File: config.mk
export PLATFORM = sky130hd
export DESIGN_NAME = wb_stage
export DESIGN_NICKNAME = d
export VERILOG_FILES = /design/src/rtl/wb_stage.sv
export SDC_FILE = /design/constraint.sdc
export NUM_CORES = 2
export LEC_CHECK = 0
export CORE_UTILIZATION = 45
export CTS_CLUSTER_SIZE = 8
export DETAILED_ROUTE_END_ITERATION = 8
export PLACE_DENSITY_LB_ADDON = 0.1
export SLEW_MARGIN = 10
export SYNTH_ARGS = -nofsm -noshare
export SYNTH_HDL_FRONTEND = slang
export SYNTH_SLANG_ARGS = --single-unit
File: constraint.sdc
create_clock -name clk_i -period 3.05 [get_ports clk_i]
set_input_delay 0.4575 -clock clk_i [delete_from_list [all_inputs] [get_ports clk_i]]
set_output_delay 0.4575 -clock clk_i [all_outputs]
set_load 0.03 [all_outputs]
File: src/rtl/wb_stage.sv
// Writeback stage: selects the commit value, owns the scalar and vector register files,
// serves bypassed read ports to decode, keeps a one-cycle forwarding record and counts
// retired instructions.
module wb_stage #(
    parameter int unsigned REGI_BITS = 4,
    parameter int unsigned VECT_BITS = 2,
    parameter int unsigned REGI_SIZE = 16,
    parameter int unsigned SCAL_SIZE = 32,
    parameter int unsigned VECT_SIZE = 8,
    parameter int unsigned ELEM_SIZE = 8,
    localparam int unsigned VW = ELEM_SIZE * VECT_SIZE
) (
    input  logic                 clk_i,
    input  logic                 rst_i,
    input  logic                 enableReg_i,
    input  logic                 flagMemRead_i,
    input  logic                 writeResultInt_i,
    input  logic                 writeResultV_i,
    input  logic [VW-1:0]        int_rd_i,
    input  logic [VW-1:0]        alu_res_i,
    input  logic [REGI_BITS-1:0] dstS_i,
    input  logic [VECT_BITS-1:0] dstV_i,
    input  logic [REGI_BITS-1:0] rsA_i,
    input  logic [REGI_BITS-1:0] rsB_i,
    input  logic [VECT_BITS-1:0] rvA_i,
    input  logic [VECT_BITS-1:0] rvB_i,
    output logic [SCAL_SIZE-1:0] rdA_o,
    output logic [SCAL_SIZE-1:0] rdB_o,
    output logic [VW-1:0]        rvdA_o,
    output logic [VW-1:0]        rvdB_o,
    output logic                 fwdValidS_o,
    output logic                 fwdValidV_o,
    output logic [REGI_BITS-1:0] fwdDstS_o,
    output logic [VECT_BITS-1:0] fwdDstV_o,
    output logic [VW-1:0]        fwdData_o,
    output logic [31:0]          retired_o
);

    localparam int unsigned VREGS = 2 ** VECT_BITS;

    logic [SCAL_SIZE-1:0] rfS [REGI_SIZE];
    logic [VW-1:0]        rfV [VREGS];

    logic [VW-1:0]        wbVal;
    logic                 commitS;
    logic                 commitV;
    logic                 retire;

    logic                 fwdValidSQ;
    logic                 fwdValidVQ;
    logic [REGI_BITS-1:0] fwdDstSQ;
    logic [VECT_BITS-1:0] fwdDstVQ;
    logic [VW-1:0]        fwdDataQ;
    logic [31:0]          retiredQ;

    // Commit decode; reset suppresses commits (and therefore bypass) in its cycle.
    always_comb begin
        wbVal   = flagMemRead_i ? int_rd_i : alu_res_i;
        commitS = ~rst_i & enableReg_i & writeResultInt_i & (dstS_i != '0);
        commitV = ~rst_i & enableReg_i & writeResultV_i;
        // A dropped r0 write still retires.
        retire  = ~rst_i & enableReg_i & (writeResultInt_i | writeResultV_i);
    end

    // Scalar register file; entry 0 is never written so it stays zero.
    always_ff @(posedge clk_i) begin
        if (rst_i) begin
            for (int i = 0; i < int'(REGI_SIZE); i++) begin
                rfS[i] <= '0;
            end
        end else if (commitS) begin
            rfS[dstS_i] <= wbVal[SCAL_SIZE-1:0];
        end
    end

    // Vector register file.
    always_ff @(posedge clk_i) begin
        if (rst_i) begin
            for (int i = 0; i < int'(VREGS); i++) begin
                rfV[i] <= '0;
            end
        end else if (commitV) begin
            rfV[dstV_i] <= wbVal;
        end
    end

    // Scalar read ports with write-through bypass; r0 always reads zero.
    always_comb begin
        rdA_o = '0;
        rdB_o = '0;
        if (rsA_i != '0) begin
            rdA_o = (commitS && dstS_i == rsA_i) ? wbVal[SCAL_SIZE-1:0] : rfS[rsA_i];
        end
        if (rsB_i != '0) begin
            rdB_o = (commitS && dstS_i == rsB_i) ? wbVal[SCAL_SIZE-1:0] : rfS[rsB_i];
        end
    end

    // Vector read ports with write-through bypass.
    always_comb begin
        rvdA_o = (commitV && dstV_i == rvA_i) ? wbVal : rfV[rvA_i];
        rvdB_o = (commitV && dstV_i == rvB_i) ? wbVal : rfV[rvB_i];
    end

    // Forwarding record: valids track every edge, payload holds unless a commit fires.
    always_ff @(posedge clk_i) begin
        if (rst_i) begin
            fwdValidSQ <= 1'b0;
            fwdValidVQ <= 1'b0;
            fwdDstSQ   <= '0;
            fwdDstVQ   <= '0;
            fwdDataQ   <= '0;
        end else begin
            fwdValidSQ <= commitS;
            fwdValidVQ <= commitV;
            if (commitS || commitV) begin
                fwdDstSQ <= dstS_i;
                fwdDstVQ <= dstV_i;
                fwdDataQ <= wbVal;
            end
        end
    end

    // Retired-instruction counter, wraps silently.
    always_ff @(posedge clk_i) begin
        if (rst_i) begin
            retiredQ <= '0;
        end else if (retire) begin
            retiredQ <= retiredQ + 32'd1;
        end
    end

    assign fwdValidS_o = fwdValidSQ;
    assign fwdValidV_o = fwdValidVQ;
    assign fwdDstS_o   = fwdDstSQ;
    assign fwdDstV_o   = fwdDstVQ;
    assign fwdData_o   = fwdDataQ;
    assign retired_o   = retiredQ;

endmodule

==> results.py <==
metrics = {
    "pwr": {
        "power_density_nw_per_um2": 572,
        "leakagePower_nw": 20.8,
        "ir_worst_vdd_mv": 0.420,
    },
    "worst_setup_path": {
        "cp.required_ns": 2.59,
        "cp_slowest_stage_delay_ns": 0.42,
        "cp_slowest_cell": "clkdlybuf4s50_1",
        "worst_setup_path_end_kind": "output port",
        "cpLargestDelayFamily": "buffers and inverters",
        "crit_chain": "clkdlybuf4s50_1, buf_6, nor4_4, nor2_4, nand4_1, buf_4, o41ai_4, buf_4, o22ai_1, buf_12",
        "cp.arrival_ns": 2.62,
        "crit_top_cell": "buf_4",
        "critPathKind": "input pin to output port",
        "path_buf_inv": 5,
        "crit_fanout": 12,
        "setup.worst_path.start_class": "input pin",
    },
    "floorplanning": {
        "core_um2": 98300,
        "rows": 115,
        "start_util": 0.454,
        "die-area_um2": 100000,
        "die_h_um": 317,
        "die_x_um": 317,
        "ios": 448,
    },
    "logic_synthesis": {
        "ys_ff_latch": 872,
        "syn_area_um2": 44600,
        "syn_inst": 3451,
        "ys_seq_area_frac": 0.563,
        "synth_common_cells": "nor2_1 (834), edfxtp_1 (768), mux4_2 (384), nand2_1 (349), clkbuf_1 (202)",
        "async_reset_ff_frac": 0,
        "yosys_warnings": 0,
        "synth_edf_count": 768,
        "avgSynthCellArea_um2": 12.9,
        "ys_types": 57,
        "ys.flop_type": "edfxtp_1",
        "synth_top_area_frac": 0.517,
        "yosys.cell_count.top_type": "nor2_1",
        "synth_area_leader_cell": "edfxtp_1",
        "synth_area_leaders": "edfxtp_1 (52%), mux4_2 (19%), nor2_1 (7.0%), dfxtp_1 (4.7%), nand2_1 (2.9%)",
    },
    "timing": {
        "setup_slack_ns": -0.0227,
        "finalSetupViolCount": 1,
        "timing.final.crit_period_ns": 3.07,
        "setup_tns_ns": -0.0227,
        "fin_skew_ns": 0.00731,
        "final.period_utilization": 1.01,
        "fmax_mhz": 325,
        "slew_headroom": 0.340,
        "slew_viol_final": 0,
        "max_slew.worst_pin.slew_ns": 0.971,
        "finalHoldViolations": 0,
        "rsz0062_at_grt": "yes",
    },
    "worst_hold_path": {
        "hold_class": "input pin to register",
    },
    "grt": {
        "grt-ovfl-total": 0,
        "grt_pass1_wl_um": 212000,
        "grt_max_degree": 76,
        "antenna_found_initial": 2,
        "grt_use_total": 0.290,
        "grt_pass1_vias": 32400,
    },
    "place": {
        "dp_cells": 5165,
        "dpl.hpwl_um": 98400,
        "io_buffers": 447,
        "gp_congestion": 0.862,
    },
    "cells_and_area": {
        "seqCellArea_um2": 25100,
        "fillers": 7907,
        "diodes": 0,
        "postLayoutCoreUtil": 0.574,
        "area_growth_pct": 26.4,
        "fin_cells": 5340,
        "finalNetCount": 4155,
        "multiInputGateArea_um2": 18400,
        "drive_above_1_share": 0.274,
    },
    "route": {
        "wire_per_inst_um": 27.8,
        "drt_iter0_markers": 3426,
        "ant_nets": 0,
        "num_vias": 32200,
        "drc_errors": 0,
        "routed_wl_um": 148000,
        "drtPass1Iterations": 6,
        "viasPerCell": 6.02,
    },
    "cts": {
        "cts_max_level": 3,
        "clk_latency_ns": 0.67,
        "clock_sinks": 872,
        "clk_pin_slew_ns": 0.05,
        "clock_path_buffers": 3,
        "holdBufCountCts": 0,
        "cts_inserted_buffers": 119,
        "root_buffer": "clkbuf_16",
        "cts_tree": "yes",
    },
    "status": {
        "outcome": "finished with violations",
        "violations": "setup timing",
    },
    "flow_run": {
        "cap_violations": 0,
    },
}
==> layer usage <==
metal,GRT usage,up-vias,wire [um]
met5,0,-,11
met4,0.102,2,4860
met3,0.0500,255,13600
met2,0.495,1597,74300
met1,0.373,16500,55500
li1,-,13800,-
==> registers in the layout, summed over array words and instances, names as in the netlist <==
signal and count:
fwdData_o 64, fwdDstS_o 4, fwdDstV_o 2, fwdValidS_o 1
fwdValidV_o 1, retired_o 32, rfS 512, rfV 256
==> area by class of cell <==
cell class / instances / area share
Clock buffer: 169 / 0.0580
Clock inverter: 3 / 0.000599
Inverter: 3 / 0.000200
Multi-Input combinational cell: 2265 / 0.327
Sequential cell: 872 / 0.446
Tap cell: 1287 / 0.0285
Timing Repair Buffer: 741 / 0.140
==> timing repair <==
item,CTS,global route
endpoints found under the setup margin,6,40
pin swaps,0,2
gates cloned,0,2
buffers inserted,0,1
gates resized for setup,8,31
==> per-stage QoR <==
stage	hold WS [ns]	area, um^2	setup WS [ns]	power (mW)
CTS	0.268	56200	0.00376	32.4
finish	0.252	56400	-0.0227	32.3
global placement	0.448	52800	-0.00979	20.3
global route	0.267	56400	-0.0438	33.2
floorplan	0.576	44700	0.133	17.5
detailed placement	0.452	52800	-0.0945	20.4
==> path summary, 6_finish.rpt <==
check	slack (ns)	endpoint	cells past startpoint	from
worst max register to register	0.87	retired_o[30]	5	retired_o[9]
worst min register to register	0.46	fwdDstS_o[2]	2	fwdDstS_o[2]
worst min-delay path	0.25	fwdDstS_o[0]	4	dstS_i[0]
worst max-delay path	-0.02	rdB_o[5]	10	dstS_i[3]
==> tightest hold or removal path, delay by kind of cell <==
kind / cells / cell delay, ns
buffers and inverters: 2 / 0.27
AND/OR/NAND/NOR: 1 / 0.07
AO/OA/AOI/OAI: 1 / 0.07
==> cell families (layout without fill, tap and decap cells) <==
| group | count (synthesis) | in the layout | synth area share |
|---|---|---|---|
| XOR/XNOR | 40 | 40 | 0.00785 |
| other | 1 | 32 | 0.0000840 |
| AO/OA/AOI/OAI | 337 | 337 | 0.0440 |
| AND/OR/NAND/NOR | 1341 | 1341 | 0.126 |
| flip-flops | 872 | 872 | 0.563 |
| multiplexers | 514 | 514 | 0.223 |
| buffers and inverters | 345 | 916 | 0.0357 |
| adder cells (fa/ha/maj) | 1 | 1 | 0.000280 |
==> where the power goes <==
| group | switching (mW) | internal (mW) | total [mW] |
|---|---|---|---|
| registers | 0.343 | 13.7 | 14.0 |
| clock network | 4.81 | 7.25 | 12.1 |
| logic | 3.48 | 2.70 | 6.18 |
| total | 8.64 | 23.7 | 32.3 |
==> placed cells by master (no fill, tap or decap), drive strengths merged, types with 2 or more instances in the layout <==
cell type,n
clkinv,2
and2,2
nand3,18
buf,498
clkbuf,171
o22ai,62
nor4b,2
clkdlybuf4s50,239
a211oi,65
nand4,8
mux4,384
nand2b,81
nor3b,2
nand3b,3
mux2i,129
or3,3
nor3,6
and3,3
o21ai,195
edfxtp,768
conb,32
dfxtp,104
a21oi,9
nor2b,3
dlymetal6s2s,2
xor2,13
nor4,16
and4,7
xnor2,27
nand2,350
inv,4
nor2,835
Note: power is estimated with default switching activity, not from simulation.
